## src/rtl/spi_master.sv

```systemverilog
// spi_master: clock-synchronous SPI master for the SPI slave + single-port RAM
// subsystem. A host request {cmd, data} is serialized onto MOSI as a 10-bit
// frame under SS_n. Read-data frames (cmd 11) then collect one RAM byte from
// MISO and return it on rd_data. Every output is registered.
//
// Optional feature: define SPI_MASTER_SEQ_CHECK_EN to reject read frames that
// break the read-addr / read-data alternation the slave expects. Rejected
// requests pulse err and start no frame. Without the macro, err is always 0.
//
// Parameters:
//   RD_WAIT  cycles between the last MOSI bit and the first MISO sample (1..15)
//   GAP      minimum SS_n-high cycles between frames (1..7)
// Ports:
//   clk, rst_n       clock, synchronous active-low reset
//   start, cmd, data request strobe, 2-bit command, 8-bit payload
//   busy             frame in progress (c0 through the last gap cycle)
//   done             one-cycle pulse in the first SS_n-high cycle after a frame
//   rd_data          last RAM word received, rd_valid pulses with done on cmd 11
//   err              one-cycle sequencing-error pulse
//   SS_n, MOSI, MISO SPI pins
module spi_master #(
  parameter int RD_WAIT = 2,
  parameter int GAP     = 1
) (
  input  logic       clk,
  input  logic       rst_n,
  input  logic       start,
  input  logic [1:0] cmd,
  input  logic [7:0] data,
  output logic       busy,
  output logic       done,
  output logic [7:0] rd_data,
  output logic       rd_valid,
  output logic       err,
  output logic       SS_n,
  output logic       MOSI,
  input  logic       MISO
);

  typedef enum logic [2:0] {
    S_IDLE, S_SEL, S_CMD, S_SHIFT, S_WAIT, S_RECV, S_GAP
  } state_t;

  localparam logic [3:0] WAIT_LAST = 4'(RD_WAIT - 1);
  localparam logic [3:0] GAP_LAST  = 4'(GAP - 1);

  state_t     state_q, state_d;
  logic [3:0] cnt_q, cnt_d;
  logic [9:0] word_q, word_d;
  logic [6:0] rx_q, rx_d;
  logic [7:0] rd_data_q, rd_data_d;
  logic       ss_n_q, ss_n_d;
  logic       mosi_q, mosi_d;
  logic       busy_q, busy_d;
  logic       done_q, done_d;
  logic       rd_valid_q, rd_valid_d;
  logic       err_q, err_d;

  // A request can be taken while idle or on the edge that ends the final gap
  // cycle, which lets back-to-back frames run with exactly GAP high cycles.
  logic slot, req_bad, accept;

  assign slot   = (state_q == S_IDLE) || (state_q == S_GAP && cnt_q == GAP_LAST);
  assign accept = slot & start & ~req_bad;

`ifdef SPI_MASTER_SEQ_CHECK_EN
  // Set while a read-addr has been sent and its read-data is still owed.
  logic rd_pend_q, rd_pend_d;

  assign req_bad = (cmd == 2'b11 && !rd_pend_q) || (cmd == 2'b10 && rd_pend_q);

  always_comb begin
    rd_pend_d = rd_pend_q;
    if (accept && cmd[1]) rd_pend_d = ~cmd[0];
  end

  always_ff @(posedge clk) begin
    if (!rst_n) rd_pend_q <= 1'b0;
    else        rd_pend_q <= rd_pend_d;
  end
`else
  assign req_bad = 1'b0;
`endif

  always_comb begin
    state_d    = state_q;
    cnt_d      = cnt_q;
    word_d     = word_q;
    rx_d       = rx_q;
    rd_data_d  = rd_data_q;
    done_d     = 1'b0;
    rd_valid_d = 1'b0;
    err_d      = slot & start & req_bad;

    case (state_q)
      S_IDLE: ;
      S_SEL:  state_d = S_CMD;
      S_CMD: begin
        state_d = S_SHIFT;
        cnt_d   = 4'd0;
      end
      S_SHIFT: begin
        if (cnt_q == 4'd9) begin
          cnt_d = 4'd0;
          if (word_q[9:8] == 2'b11) begin
            state_d = S_WAIT;
          end else begin
            state_d = S_GAP;
            done_d  = 1'b1;
          end
        end else begin
          cnt_d = cnt_q + 4'd1;
        end
      end
      S_WAIT: begin
        if (cnt_q == WAIT_LAST) begin
          state_d = S_RECV;
          cnt_d   = 4'd0;
        end else begin
          cnt_d = cnt_q + 4'd1;
        end
      end
      S_RECV: begin
        rx_d = {rx_q[5:0], MISO};
        if (cnt_q == 4'd7) begin
          state_d    = S_GAP;
          cnt_d      = 4'd0;
          rd_data_d  = {rx_q, MISO};
          done_d     = 1'b1;
          rd_valid_d = 1'b1;
        end else begin
          cnt_d = cnt_q + 4'd1;
        end
      end
      S_GAP: begin
        if (cnt_q == GAP_LAST) state_d = S_IDLE;
        else                   cnt_d   = cnt_q + 4'd1;
      end
      default: state_d = S_IDLE;
    endcase

    if (accept) begin
      state_d = S_SEL;
      cnt_d   = 4'd0;
      word_d  = {cmd, data};
    end

    // Pin values are derived from the next state so they appear registered
    // in the same cycle as that state.
    ss_n_d = (state_d == S_IDLE) || (state_d == S_GAP);
    busy_d = (state_d != S_IDLE);
    case (state_d)
      S_CMD:   mosi_d = word_d[9];
      S_SHIFT: mosi_d = word_d[4'd9 - cnt_d];
      default: mosi_d = 1'b0;
    endcase
  end

  always_ff @(posedge clk) begin
    if (!rst_n) begin
      state_q    <= S_IDLE;
      cnt_q      <= 4'd0;
      word_q     <= 10'd0;
      rx_q       <= 7'd0;
      rd_data_q  <= 8'h00;
      ss_n_q     <= 1'b1;
      mosi_q     <= 1'b0;
      busy_q     <= 1'b0;
      done_q     <= 1'b0;
      rd_valid_q <= 1'b0;
      err_q      <= 1'b0;
    end else begin
      state_q    <= state_d;
      cnt_q      <= cnt_d;
      word_q     <= word_d;
      rx_q       <= rx_d;
      rd_data_q  <= rd_data_d;
      ss_n_q     <= ss_n_d;
      mosi_q     <= mosi_d;
      busy_q     <= busy_d;
      done_q     <= done_d;
      rd_valid_q <= rd_valid_d;
      err_q      <= err_d;
    end
  end

  assign SS_n     = ss_n_q;
  assign MOSI     = mosi_q;
  assign busy     = busy_q;
  assign done     = done_q;
  assign rd_data  = rd_data_q;
  assign rd_valid = rd_valid_q;
  assign err      = err_q;

endmodule
```

## config.mk

```make
export PLATFORM = sky130hd
export DESIGN_NAME = spi_master
export DESIGN_NICKNAME = d
export VERILOG_FILES = /design/src/rtl/spi_master.sv
export SDC_FILE = /design/constraint.sdc
export NUM_CORES = 1
export LEC_CHECK = 0
export CORE_UTILIZATION = 40
export CTS_CLUSTER_SIZE = 30
export DETAILED_ROUTE_END_ITERATION = 10
export GPL_ROUTABILITY_DRIVEN = 0
export PLACE_DENSITY = 0.6
export SLEW_MARGIN = 10
export SYNTH_ARGS = -nofsm -noshare
export SYNTH_HDL_FRONTEND = slang
export SYNTH_SLANG_ARGS = --single-unit
```

## constraint.sdc

```tcl
create_clock -name clk -period 3.06 [get_ports clk]
set_clock_uncertainty 0.05 [all_clocks]
set_input_delay 0.765 -clock clk [delete_from_list [all_inputs] [get_ports clk]]
set_output_delay 0.765 -clock clk [all_outputs]
set_load 0.03 [all_outputs]
```

==> reports/results.txt <==
The source-to-sink clock delay at the later pin of the worst-skew pair is 0.29 ns, and the number of nets produced by synthesis is 253. The compound-gate portion of the synthesized area was 17.4%; the logic depth of the worst register-to-register path was 12. The count of buffers from port buffering is 26, and the detail-routed net length per standard cell is 13.8 um. Setup slack on the critical path of the routed design comes to 0.261 ns. For the detailed router's first-iteration violation count, the log shows 117. At the worst endpoint, the required time is 3.19 ns. For the pre-CTS worst setup slack, the log shows 0.274 ns.

The run finished with clean final reports. After detailed routing, the wire length on met1 is 2.20 mm. At the end of the flow, the number of nets in the layout was 284.

The total global-route track usage was 19.6%; the final HPWL from detailed placement was 3.17 mm. The largest net degree at the start of global routing was 18; the initial antenna violation count was 0. The count of TritonRoute iterations in the first routing pass was 6. Adding up every negative setup slack in the final design gives 0 ns. The tool flagged a number of max-cap violations equal to 0. The initial core utilization was 42.7%; the y dimension of the die was 70.8 um. The placeable core region is 4440 um^2, and the number of buffers added by the clock tree synthesis step is 5. In this run the critical register-to-register path is launched from cnt_q[1]$_SDFF_PN0_. After detailed placement, the design holds a cell count of 311. For this design, the CTS-stage hold fixing added 0 buffers. The maximum count of clock buffers along a single path is 2. The tools report the element type at the critical path start as a register.

The logs give 37 for the clock net sink count and 0 for the yosys synthesis warning count. The largest fanout of any net on the critical path was 5; the die extent in x was 70.8 um. The number of hold violations in the final report is 0. At the pin with the least slew margin, the transition time is 0.517 ns. Summing every instance area after synthesis gives 1900 um^2. Of the total synthesized cell area, the portion taken by XOR and XNOR cells is 0.924%. The synthesis-to-layout area growth was 25.3%; the worst hold slack was 0.406 ns. The async set-reset flop share out of synthesis works out to 0%. The tools report the count of final max-slew check failures as 0. The mean instance size in the synthesized netlist came out at 8.07 um^2. In this run the worst hold path is classified as reg -> reg. After layout, the worst path uses 91.5% of the clock period. The count of unique library cells instantiated by Yosys was 48.

Measured on the finished design, the core utilization comes to 53.4%. Clock-pin slew was measured on the worst setup and hold paths at 0.08 ns. The total overflow reported by the global router came out at 0. The number of antenna diodes in the final layout is 0. Primary flip-flop cell chosen by synthesis mapping: sky130_fd_sc_hd__dfxtp_1. Dividing total power by cell area gives a power density of 463 nW/um^2. In this run, post-CTS repair resized a total of 0 instances. The tools report the root buffer cell as sky130_fd_sc_hd__clkbuf_8. Across all layers, the routed design uses 1704 vias. The most critical setup path has its startpoint at cnt_q[1]$_SDFF_PN0_.

In this run the top signal layer used is met4. After Yosys synthesis, full adders, half adders and majority gates account for 2.64% of the synthesized area. The mean number of vias per cell was 5.34; the number of enable flip-flop cells after synthesis was 0. The routed design uses 1.91 mm of met2 wire. The tools report the non-filler instance count after layout as 319. The startpoint of the most critical hold path is word_q[7]$_SDFF_PN0_.

The detail route stage leaves a number of antenna-violating nets equal to 0. Wires add up to 4.40 mm. For this design the static power due to leakage is 0.900 nW.

For the total die area, the log shows 5020 um^2. The share of the Yosys chip area taken by registers is 39.1%. In the routed design, unresolved DRC markers number 0.

The layout has 439 filler cells. Setup repair after global routing left no endpoint under its margin. TritonCTS built the clock tree. For the highest attainable clock frequency, the log shows 0.357 GHz. In the post-synthesis netlist, the biggest area contributors are sky130_fd_sc_hd__dfxtp_1 39%, sky130_fd_sc_hd__nand2_1 6.9%, sky130_fd_sc_hd__a21oi_1 6.3%. The smallest clock period supported by the final layout is computed as 2.80 ns. Across the VDD grid, the largest voltage drop is 292 uV. In the synthesized netlist, mux cells make up 5.81% of the area. Synthesis handed over a netlist of 235 instances.

Setup violations remaining at the end of the flow were counted as 0. The number of global-route vias before repair is 1605. Kind of end point of the critical path: a register. The worst hold path was traced through 2 stages. Of the post-synthesis cell area, the dominant cell type holds 39.1%. The number of storage elements in the synthesis netlist is 37, and the tightest slew margin relative to the limit is 65.1%.

Wire segments on met3 add up to 232 um in the final route. The wire length of the first global-routing pass is 7.72 mm, and the worst endpoint data arrival time is 2.93 ns. The biggest area contributor in the post-synthesis netlist is sky130_fd_sc_hd__dfxtp_1. The floorplan has 24 rows.

In this run the post-CTS setup repair buffer count came out at 0. The simple-gate portion of the synthesized area is 29.0%, and the I/O pin total is 28. By startpoint and endpoint, the worst setup path is classified as reg -> reg. Of the cells placed in the final design, the portion with a size suffix greater than 1 is 10.9%.

Combinational family with the most area after synthesis: simple AND/OR/NAND/NOR gates. The H-tree was split into 2 levels.
-- stage by stage --
step | instance area, um^2 | total power, mW
after CTS | 2370 | 1.11
final | 2370 | 1.10
after detailed placement | 2250 | 0.663
after global routing | 2370 | 1.15
after global placement | 2250 | 0.663
after floorplan | 1900 | 0.604
-- routing by layer --
layer | up-vias | global-route usage [%]
met1 | 776 | 26.8
met4 | 0 | 6.00
met2 | 43 | 30.6
met3 | 6 | 4.84
li1 | 879 | -
met5 | - | 0
-- state kept, by name, summed over array words and instances, names as in the netlist --
name / flops
SS_n: 1
rd_valid: 1
state_q: 3
rd_data: 8
MOSI: 1
done: 1
rx_q: 7
word_q: 10
busy: 1
cnt_q: 4
-- critical path, cell delays in order, from the launching register on --
cell and delay, ns:
sky130_fd_sc_hd__dfxtp_1 0.38, sky130_fd_sc_hd__inv_1 0.08, sky130_fd_sc_hd__ha_1 0.19, sky130_fd_sc_hd__nor3b_4 0.17, sky130_fd_sc_hd__o32ai_2 0.29, sky130_fd_sc_hd__a21oi_1 0.08, sky130_fd_sc_hd__or4b_1 0.50, sky130_fd_sc_hd__a21o_1 0.21
sky130_fd_sc_hd__ha_1 0.30, sky130_fd_sc_hd__a21oi_1 0.13, sky130_fd_sc_hd__o31ai_1 0.08, sky130_fd_sc_hd__o21ai_0 0.14, sky130_fd_sc_hd__o31ai_1 0.09
-- logic make-up after synthesis --
logic type / count (synthesis)
simple gates: 106
other cells: 1
flops: 37
buf+inv: 22
compound gates: 52
xor+xnor: 2
mux: 11
fa+ha+maj: 4
-- cell usage after synthesis, drive strengths merged, types with 4 or more instances --
cell / count
buf: 9
nor3: 6
mux2i: 11
inv: 6
nand2: 36
o21ai: 7
clkbuf: 7
dfxtp: 37
nand3: 11
ha: 4
and2: 4
a21oi: 24
nand2b: 5
nor2: 24
-- path summary, 6_finish.rpt --
path                                to  slack [ns]
hold / removal    word_q[7]$_SDFF_PN0_        0.41
hold reg to reg   word_q[7]$_SDFF_PN0_        0.41
setup reg to reg       MOSI$_SDFF_PN0_        0.26
setup / recovery       MOSI$_SDFF_PN0_        0.26
-- layout by cell type, fill, tap and decap left out, drive strengths merged, types with 2 or more instances in the layout --
cell type	netlist	final
dfxtp	37	37
nand2	36	36
clkdlybuf4s50	0	26
a21oi	24	24
nor2	24	24
buf	9	14
nand3	11	11
mux2i	11	11
o21ai	7	7
inv	6	6
nor3	6	6
clkbuf	7	6
nand2b	5	5
and2	4	4
ha	4	4
and3b	3	3
nand3b	3	3
a21o	3	3
o31ai	3	3
a31oi	3	3
and4b	2	2
o221ai	2	2
xor2	2	2
and3	2	2
nor3b	2	2
-- cell type report --
cell class                 instances  area, um^2  area share, %
timing repair buffer              40         365           15.4
multi-input combinational        176        1060           44.7
clock buffer                       6        82.6           3.48
tap                               52        65.1           2.74
inverter                           6        22.5          0.948
clock inverter                     2        37.5           1.58
sequential                        37         741           31.2
-- where the power goes --
part           internal, mW  switching [mW]
registers             0.497          0.0140
logic                0.0622          0.0777
clock network         0.265           0.184
total                 0.825           0.276
(Power assumes the default switching activity.)
